## config.mk

```make
export PLATFORM = sky130hd
export DESIGN_NAME = ad9911_spi_writer
export DESIGN_NICKNAME = d
export VERILOG_FILES = /design/src/rtl/ad9911_pkg.sv /design/src/rtl/ad9911_spi_writer.sv
export SDC_FILE = /design/constraint.sdc
export NUM_CORES = 1
export LEC_CHECK = 0
export CORE_ASPECT_RATIO = 0.8
export CORE_MARGIN = 2
export CORE_UTILIZATION = 45
export DETAILED_ROUTE_END_ITERATION = 6
export PLACE_DENSITY = 0.72
export SLEW_MARGIN = 20
export SYNTH_ARGS = -nofsm -noshare
export SYNTH_HDL_FRONTEND = slang
export SYNTH_SLANG_ARGS = --single-unit
export TNS_END_PERCENT = 20
```

## constraint.sdc

```tcl
create_clock -name CLOCK_10M -period 4.6 [get_ports CLOCK_10M]
set_clock_uncertainty 0.2 [all_clocks]
set_input_delay 1.38 -clock CLOCK_10M [delete_from_list [all_inputs] [get_ports CLOCK_10M]]
set_output_delay 1.38 -clock CLOCK_10M [all_outputs]
set_load 0.005 [all_outputs]
```

## src/rtl/ad9911_pkg.sv

```systemverilog
// AD9911 register map, frame sizing and writer state encoding.
// Shared by the SPI writer and anything that builds register writes.
package ad9911_pkg;

  localparam logic [7:0] ADDR_CSR   = 8'h00;
  localparam logic [7:0] ADDR_FR1   = 8'h01;
  localparam logic [7:0] ADDR_FR2   = 8'h02;
  localparam logic [7:0] ADDR_CFR   = 8'h03;
  localparam logic [7:0] ADDR_CTW0  = 8'h04;
  localparam logic [7:0] ADDR_CPOW0 = 8'h05;
  localparam logic [7:0] ADDR_ACR   = 8'h06;
  localparam logic [7:0] ADDR_LSRR  = 8'h07;
  localparam logic [7:0] ADDR_RDW   = 8'h08;
  localparam logic [7:0] ADDR_FDW   = 8'h09;
  localparam logic [7:0] ADDR_CTW1  = 8'h0A;
  localparam logic [7:0] ADDR_MAX   = 8'h18;

  typedef enum logic [2:0] {
    S_IDLE,
    S_SHIFT,
    S_CSHOLD,
    S_IOUPD,
    S_REJECT
  } state_t;

  function automatic logic [2:0] byte_count(
    input logic [7:0] a
  );
    case (a)
      ADDR_CSR:                     return 3'd1;
      ADDR_FR2, ADDR_CPOW0,
      ADDR_LSRR:                    return 3'd2;
      ADDR_FR1, ADDR_CFR,
      ADDR_ACR:                     return 3'd3;
      default:                      return 3'd4;
    endcase
  endfunction

  function automatic logic [5:0] frame_bits(
    input logic [7:0] a
  );
    return {byte_count(a) + 3'd1, 3'b000};
  endfunction

  // Instruction byte plus payload, left-aligned so bit 39 goes out first.
  function automatic logic [39:0] frame_word(
    input logic [7:0]  a,
    input logic [31:0] d
  );
    logic [31:0] p;
    case (byte_count(a))
      3'd1:    p = {d[7:0], 24'h0};
      3'd2:    p = {d[15:0], 16'h0};
      3'd3:    p = {d[23:0], 8'h0};
      default: p = d;
    endcase
    return {3'b000, a[4:0], p};
  endfunction

endpackage

```

## src/rtl/ad9911_spi_writer.sv

```systemverilog
// Serial register writer for the AD9911 DDS: instruction + payload
// shifted MSB first, followed by an IO_UPDATE strobe.
module ad9911_spi_writer
  import ad9911_pkg::*;
#(
  parameter int IOUPD_CYCLES = 4
) (
  input  logic        CLOCK_10M,
  input  logic        RESET_N,
  input  logic        TR,
  input  logic [7:0]  ADDR,
  input  logic [31:0] DATA,
  input  logic        MRSET,
  output logic        BUSY,
  output logic        SCLK,
  output logic        SDIO,
  output logic        CS_N,
  output logic        IO_UPDATE,
  output logic        MASTER_RESET
);

  localparam logic [3:0] LP_IOU_LAST = 4'(IOUPD_CYCLES - 1);

  state_t      r_state;
  state_t      w_nxt;
  logic        r_tr;
  logic [39:0] r_sh;
  logic        r_ph;
  logic [5:0]  r_bits;
  logic [3:0]  r_cnt;
  logic        r_busy;
  logic        r_csn;
  logic        r_ioupd;
  logic        r_mrst;
  logic        w_acc;
  logic        w_valid;

  assign w_acc   = TR & ~r_tr & ~MRSET & (r_state == S_IDLE);
  assign w_valid = (ADDR <= ADDR_MAX);

  always_ff @(posedge CLOCK_10M or negedge RESET_N) begin
    if (!RESET_N) begin
      r_state <= S_IDLE;
    end else begin
      r_state <= w_nxt;
    end
  end

  always_comb begin
    w_nxt = r_state;
    case (r_state)
      S_IDLE: begin
        if (w_acc) begin
          w_nxt = w_valid ? S_SHIFT : S_REJECT;
        end
      end
      S_SHIFT: begin
        if (r_ph && r_bits == 6'd1) begin
          w_nxt = S_CSHOLD;
        end
      end
      S_CSHOLD: w_nxt = S_IOUPD;
      S_IOUPD: begin
        if (r_cnt == LP_IOU_LAST) begin
          w_nxt = S_IDLE;
        end
      end
      S_REJECT: begin
        if (r_cnt == 4'd1) begin
          w_nxt = S_IDLE;
        end
      end
      default: w_nxt = S_IDLE;
    endcase
    if (MRSET) begin
      w_nxt = S_IDLE;
    end
  end

  // Pin outputs are registered from the next state so they never glitch.
  always_ff @(posedge CLOCK_10M or negedge RESET_N) begin
    if (!RESET_N) begin
      r_tr    <= 1'b1;
      r_sh    <= '0;
      r_ph    <= 1'b0;
      r_bits  <= '0;
      r_cnt   <= '0;
      r_busy  <= 1'b0;
      r_csn   <= 1'b1;
      r_ioupd <= 1'b0;
      r_mrst  <= 1'b1;
    end else begin
      r_tr    <= TR;
      r_mrst  <= MRSET;
      r_busy  <= (w_nxt != S_IDLE);
      r_csn   <= !(w_nxt == S_SHIFT || w_nxt == S_CSHOLD);
      r_ioupd <= (w_nxt == S_IOUPD);
      r_cnt   <= (w_nxt != r_state) ? 4'd0 : r_cnt + 4'd1;
      if (w_nxt != S_SHIFT) begin
        r_sh   <= '0;
        r_ph   <= 1'b0;
        r_bits <= '0;
      end else if (r_state != S_SHIFT) begin
        r_sh   <= frame_word(ADDR, DATA);
        r_ph   <= 1'b0;
        r_bits <= frame_bits(ADDR);
      end else begin
        r_ph <= ~r_ph;
        if (r_ph) begin
          r_sh   <= {r_sh[38:0], 1'b0};
          r_bits <= r_bits - 6'd1;
        end
      end
    end
  end

  assign BUSY         = r_busy;
  assign SCLK         = r_ph;
  assign SDIO         = r_sh[39];
  assign CS_N         = r_csn;
  assign IO_UPDATE    = r_ioupd;
  assign MASTER_RESET = r_mrst;

endmodule

```

Yosys cells after proc, flatten, opt, wreduce, memory -nomap -nowiden
Cells that the tools add are included.
{ "totals": {"reg_bits": 59, "inputBits": 44, "wordCells": 71} }
{ "classes": {"n_addsub": 3, "magnitude_cmp": 1, "eq_ne": 22, "mux": 20, "n_bitwise": 6, "reduce_logical": 9} }
{ "op_table": {"columns": ["operator", "count"], "rows": [
  ["40-bit 2-to-1 mux", 3],
  ["32-bit case mux with 3 select lines", 1],
  ["8-bit by 3-bit equality test with 1-bit output, second input constant", 3],
  ["3-bit 2-to-1 mux", 8],
  ["3-bit by 2-bit equality test with 1-bit output, second input constant", 6],
  ["6-bit 2-to-1 mux", 3],
  ["8-bit by 2-bit equality test with 1-bit output, second input constant", 2],
  ["3-bit case mux with 5 select lines", 1],
  ["3-bit by 1-bit equality test with 1-bit output, second input constant", 3],
  ["3-bit case mux with 3 select lines", 1],
  ["8-bit by 1-bit equality test with 1-bit output, second input constant", 1],
  ["8-bit by 5-bit less-or-equal comparator with 1-bit output, second input constant", 1],
  ["8-bit zero test", 1],
  ["6-bit by 1-bit equality test with 1-bit output, second input constant", 1],
  ["3-bit by 1-bit != test with 1-bit output, second input constant", 2],
  ["3-bit nonzero test", 2],
  ["3-bit OR reduction", 2],
  ["6-bit by 1-bit subtractor with 6-bit output, second input constant", 1],
  ["4-bit by 1-bit adder with 4-bit output, second input constant", 1],
  ["4-bit by 1-bit equality test with 1-bit output, second input constant", 1],
  ["4-bit by 2-bit equality test with 1-bit output, second input constant", 1],
  ["4-bit 2-to-1 mux", 1],
  ["3-bit by 1-bit adder with 3-bit output, second input constant", 1],
  ["1-bit bitwise AND", 3],
  ["other kinds (8)", 11]
]} }

Longest topological paths before layout
{ "depth": {"word_depth": 13, "ltp_mapped": 12, "ltp_nobuf": 10} }

Worst setup path before layout
OpenSTA, ideal clock, no wires.
{ "synth_path": {"path_kind": "input-to-reg", "startpoint": "input ADDR[7]", "endpoint": "register r_sh[22]", "setup_ns": 0.092, "t_arrival_ns": 3.701, "t_required_ns": 4.308, "setup_slack_ns": 0.607, "stages": 12, "n_path_buf": 2, "cell_sequence": "nor3_2 > and2_0 > clkbuf_1 > nand2_1 > inv_1 > ha_1 > nor2b_1 > o211ai_2 > nand2_1 > clkbuf_1 > o22ai_1 > o31ai_2"} }
{ "synth_via": {"elab_chain_cells": 9} }
{ "synth_lines": {"columns": ["item", "line_no", "source"], "rows": [
  ["from (decl)", "ad9911_spi_writer.sv:11", "input logic [7:0] ADDR,"],
  ["8-bit by 1-bit equality test with 1-bit output (tied with other cells)", "ad9911_pkg.sv:29", "case (a)"],
  ["3-bit OR reduction", "ad9911_pkg.sv:29", null],
  ["3-bit case mux with 3 select lines", "ad9911_pkg.sv:29", null],
  ["3-bit 2-to-1 mux", "ad9911_spi_writer.sv:103", "end else if (r_state != S_SHIFT) begin"],
  ["3-bit 2-to-1 mux", "ad9911_spi_writer.sv:99", "if (w_nxt != S_SHIFT) begin"],
  ["3-bit by 2-bit equality test with 1-bit output or 3-bit by 1-bit equality test with 1-bit output (tied branches)", "ad9911_pkg.sv:51", "case (byte_count(a))"],
  ["32-bit case mux with 3 select lines", "ad9911_pkg.sv:51", null],
  ["40-bit 2-to-1 mux", "ad9911_spi_writer.sv:103", null],
  ["40-bit 2-to-1 mux", "ad9911_spi_writer.sv:99", null],
  ["to (signal assigned)", "ad9911_spi_writer.sv:104", "r_sh <= frame_word(ADDR, DATA);"],
  ["to (signal assigned)", "ad9911_spi_writer.sv:110", "r_sh <= {r_sh[38:0], 1'b0};"],
  ["to (decl)", "ad9911_spi_writer.sv:27", "logic [39:0] r_sh;"]
]} }
Parallel ways exist; a longest one is shown, timed or not. The select of a mux whose other input is x is not followed.
A chain may end at the register's enable or synchronous reset.

Worst setup path in the final report
{ "layout_path": {"startpoint": "input ADDR[4]", "endpoint": "register r_sh[26]"} }
The elaborated chain is that of the path after synthesis.

==> summary.txt <==
Clocking
  – CTS tree: done
  – # clock sinks: 59
  – Postcts setup bufs: 0
  – Worst-Skew Late Latency: approximately 0.35 ns
  – Post-CTS resize count: 0
  – TritonCTS Buffers: 9
  – Hold buffers post-CTS: 0
  – CTS clock-pin slew for the worst setup and hold paths: 0.07 ns
  – H-tree depth: 3
  – Clock Path Buffers: 2
  – Clock root buffer: clkbuf_8

GRT
  – First-pass GRT wire length: 14.28 mm
  – Met3 Use GR: 5.422%
  – Largest net degree at the start of global routing: 49
  – Total grt overflow: 0
  – Busiest grt layer: met1
  – GR Util met1: about a third
  – Vias in the first global route: 2,694
  – Initial antenna violation count: 0
  – GRT Overall Usage: 22.81%
  – GR Layer Usage met2: 33.00%

Critical path
  – Slowest-stage cell, CP: a221oi_1
  – Worst path max stage delay: 0.50 ns
  – R2R setup slack: 1.68 ns
  – Worst endpoint required time: 4.60 ns
  – Delay-heaviest family, CP: simple AND/OR/NAND/NOR gates
  – Critical path depth: 11
  – Critical Path Start: ADDR[4]
  – Worst path buffer plus inverter count: 2
  – Critical path class: in -> reg
  – Critical path capture point: r_sh[26]
  – Reg2reg start: r_bits[1]
  – Startpoint types: input pin
  – Worst path most repeated cell: nand2_1
  – Worst R2R Path Depth: 6
  – Data arrival time of the critical path: 4.21 ns
  – CP cell instances: clkdlybuf4s50_1 > nor2_1 > and2_0 > nand2_1 > inv_1 > ha_1 > nor2b_1 > o2111a_1 > nand2_1 > a221oi_1 > o31ai_2
  – Reg2reg end: r_sh[11]
  – Worst Setup End Kind: register
  – Crit path max fanout: 8

STA
  – Setup Viol. Count Final: 0
  – Minimum clock period: 4.209 ns
  – Endpoints failing hold: 0
  – Maximum clock rate: 237.6 MHz
  – RSZ-0062 raised after global routing: no
  – Rel. slew slack: 35.42%
  – Tcrit/Tclk final: between 90% and 100%
  – Setup TNS Final: 0 ns
  – Max-slew violations: 0
  – Worst-Margin Slew: 0.9640 ns

Floorplanning
  – Core box area: 7322 um2
  – I/O pins: 50
  – Die width: 100.7 um
  – Site Rows: 28
  – Die area: 8200 um2
  – Starting Density: around 46%
  – Die Span Y: between 80 and 90 um

Place
  – Hpwl dp: 6.103 mm
  – Final GP Congestion: between 0.8 and 0.9
  – I/O Buffers: 49

Finish
  – N_diodes: 0
  – Layout cells sized above 1: approximately an eighth
  – Final Util: 56.43%
  – Final Net Count: 449
  – Synth-to-layout area growth: 22.61%

Logic synthesis
  – Yosys top cell area share: 41.59%
  – Synth area leader: dfrtp_1
  – Syn Inst Count: 353
  – Count leader, synth: nand2_1
  – Top FF cell, synth: dfrtp_1
  – Synth cell types: 53
  – Flops & latches, synth: 59
  – Number of synthesized flops with an enable pin: 0
  – Syn_area_per_cell: 9.545 um2
  – Syn_nets: 404
  – Largest cells by area after synthesis: dfrtp_1 42%, nand2_1 6.6%, mux2i_1 4.8%
  – Yosys warns: 0
  – Post-synthesis sequential area ratio: roughly 44%
  – Top post-synthesis cells by count: 59 x nand2_1, 56 x dfrtp_1, 35 x nor2_1
  – Async SR Flop Fraction: 100.0%
  – Syn Std Cell Area: 3369 um2

Routing
  – WL final: 8.962 mm
  – DRC: 0
  – Drt first-iter violations: 369
  – Routed vias: 2,960
  – DR WL/cell: 18.18 um
  – Post-route ant nets: 0
  – Vias per cell: approximately 6
  – Drt first pass iters: 5

Pwr
  – Post-route total power: 1.181 mW
  – P per Cell Area: about 290 nW/um2
  – Leakage power: 1.714 nW
  – Peak supply drop: around 0.00015 V

Job
  – MaxCap Viol Count: 0

Min path
  – Hold/Removal Path Class: reg -> reg

Outcome
  – Outcome: completed
==> worst reg2reg max path: cells and delay by family, from the launching register on <==
family,cells,cell delay (ns)
adder cells (fa/ha/maj),1,0.15
AO/OA/AOI/OAI,3,1.33
AND/OR/NAND/NOR,1,0.59
buffers and inverters,1,0.09
flip-flops,1,0.40
==> how the worst min path moves through the flow <==
stage / from / endpoint / slack [ns] / cells past startpoint
after floorplan: r_sh[16] / r_sh[16] / 0.25 / 2
after global placement: r_sh[19] / r_sh[19] / 0.26 / 2
after detailed placement: r_sh[23] / r_sh[23] / 0.27 / 2
after CTS: r_sh[23] / r_sh[23] / 0.29 / 2
after global routing: r_sh[23] / r_sh[23] / 0.31 / 2
final: r_sh[17] / r_sh[17] / 0.28 / 2
==> registers in the layout, summed over array words and instances, names as in the netlist <==
register,flops
CS_N,1
r_bits,6
r_state,3
r_sh,40
SCLK,1
r_cnt,4
r_tr,1
IO_UPDATE,1
BUSY,1
MASTER_RESET,1
==> per-layer routing <==
layer	share of wire, %	vias to the layer above	routed length (um)
met1	46	1411	4085
met4	1.9	0	167
met2	44	133	3983
met5	0	-	0
li1	-	1391	-
met3	8.1	25	725
==> cells by family (layout without fill, tap and decap cells) <==
family	Yosys count	count (layout)	synth area share, %
adders and majority gates	7	7	2.599
xor gates and xnor gates	9	9	2.339
muxes	16	16	4.753
AOI/OAI and AO/OA	105	105	24.81
and+or+nand+nor	127	127	17.75
DFF	59	59	43.93
buffers and inverters	30	80	3.825
==> power breakdown <==
| part | total, mW | internal (mW) | switching, mW |
|---|---|---|---|
| registers | 0.557 | 0.539 | 0.0173 |
| clock network | 0.465 | 0.248 | 0.218 |
| logic | 0.159 | 0.0780 | 0.0815 |
==> layout by cell type (no fill, tap or decap), types with 7 or more instances in the layout <==
cell	count
dfrtp_1	56
a221oi_1	16
o22ai_1	17
clkdlybuf4s50_1	48
o31ai_2	10
ha_1	7
mux2i_1	16
a211oi_1	7
nor2_1	35
clkbuf_8	9
o31ai_1	8
a21oi_1	11
buf_4	9
nand2_1	59
o21ai_1	10
==> through the flow <==
step	std cells	hold slack, ns	setup WS, ns	instance area, um2
4_1_cts	493	0.2881	0.4599	4131
5_1_grt	493	0.3109	0.1314	4131
3_3_place_gp	477	0.2624	0.2355	3939
2_1_floorplan	353	0.2489	0.6068	3369
6_report	493	0.2850	0.3907	4131
3_5_place_dp	477	0.2729	0.1114	3939
==> final cells by class <==
type                            count  area [um2]
Clock buffer                        9       123.9
Clock inverter                      7       68.82
Multi-Input combinational cell    264        1770
Inverter                            6       22.52
Tap cell                           90       112.6
Sequential cell                    59        1480
Timing Repair Buffer               58       553.0
Fill cell                         640        3191
No activity file was read; power rests on OpenSTA's default activity.
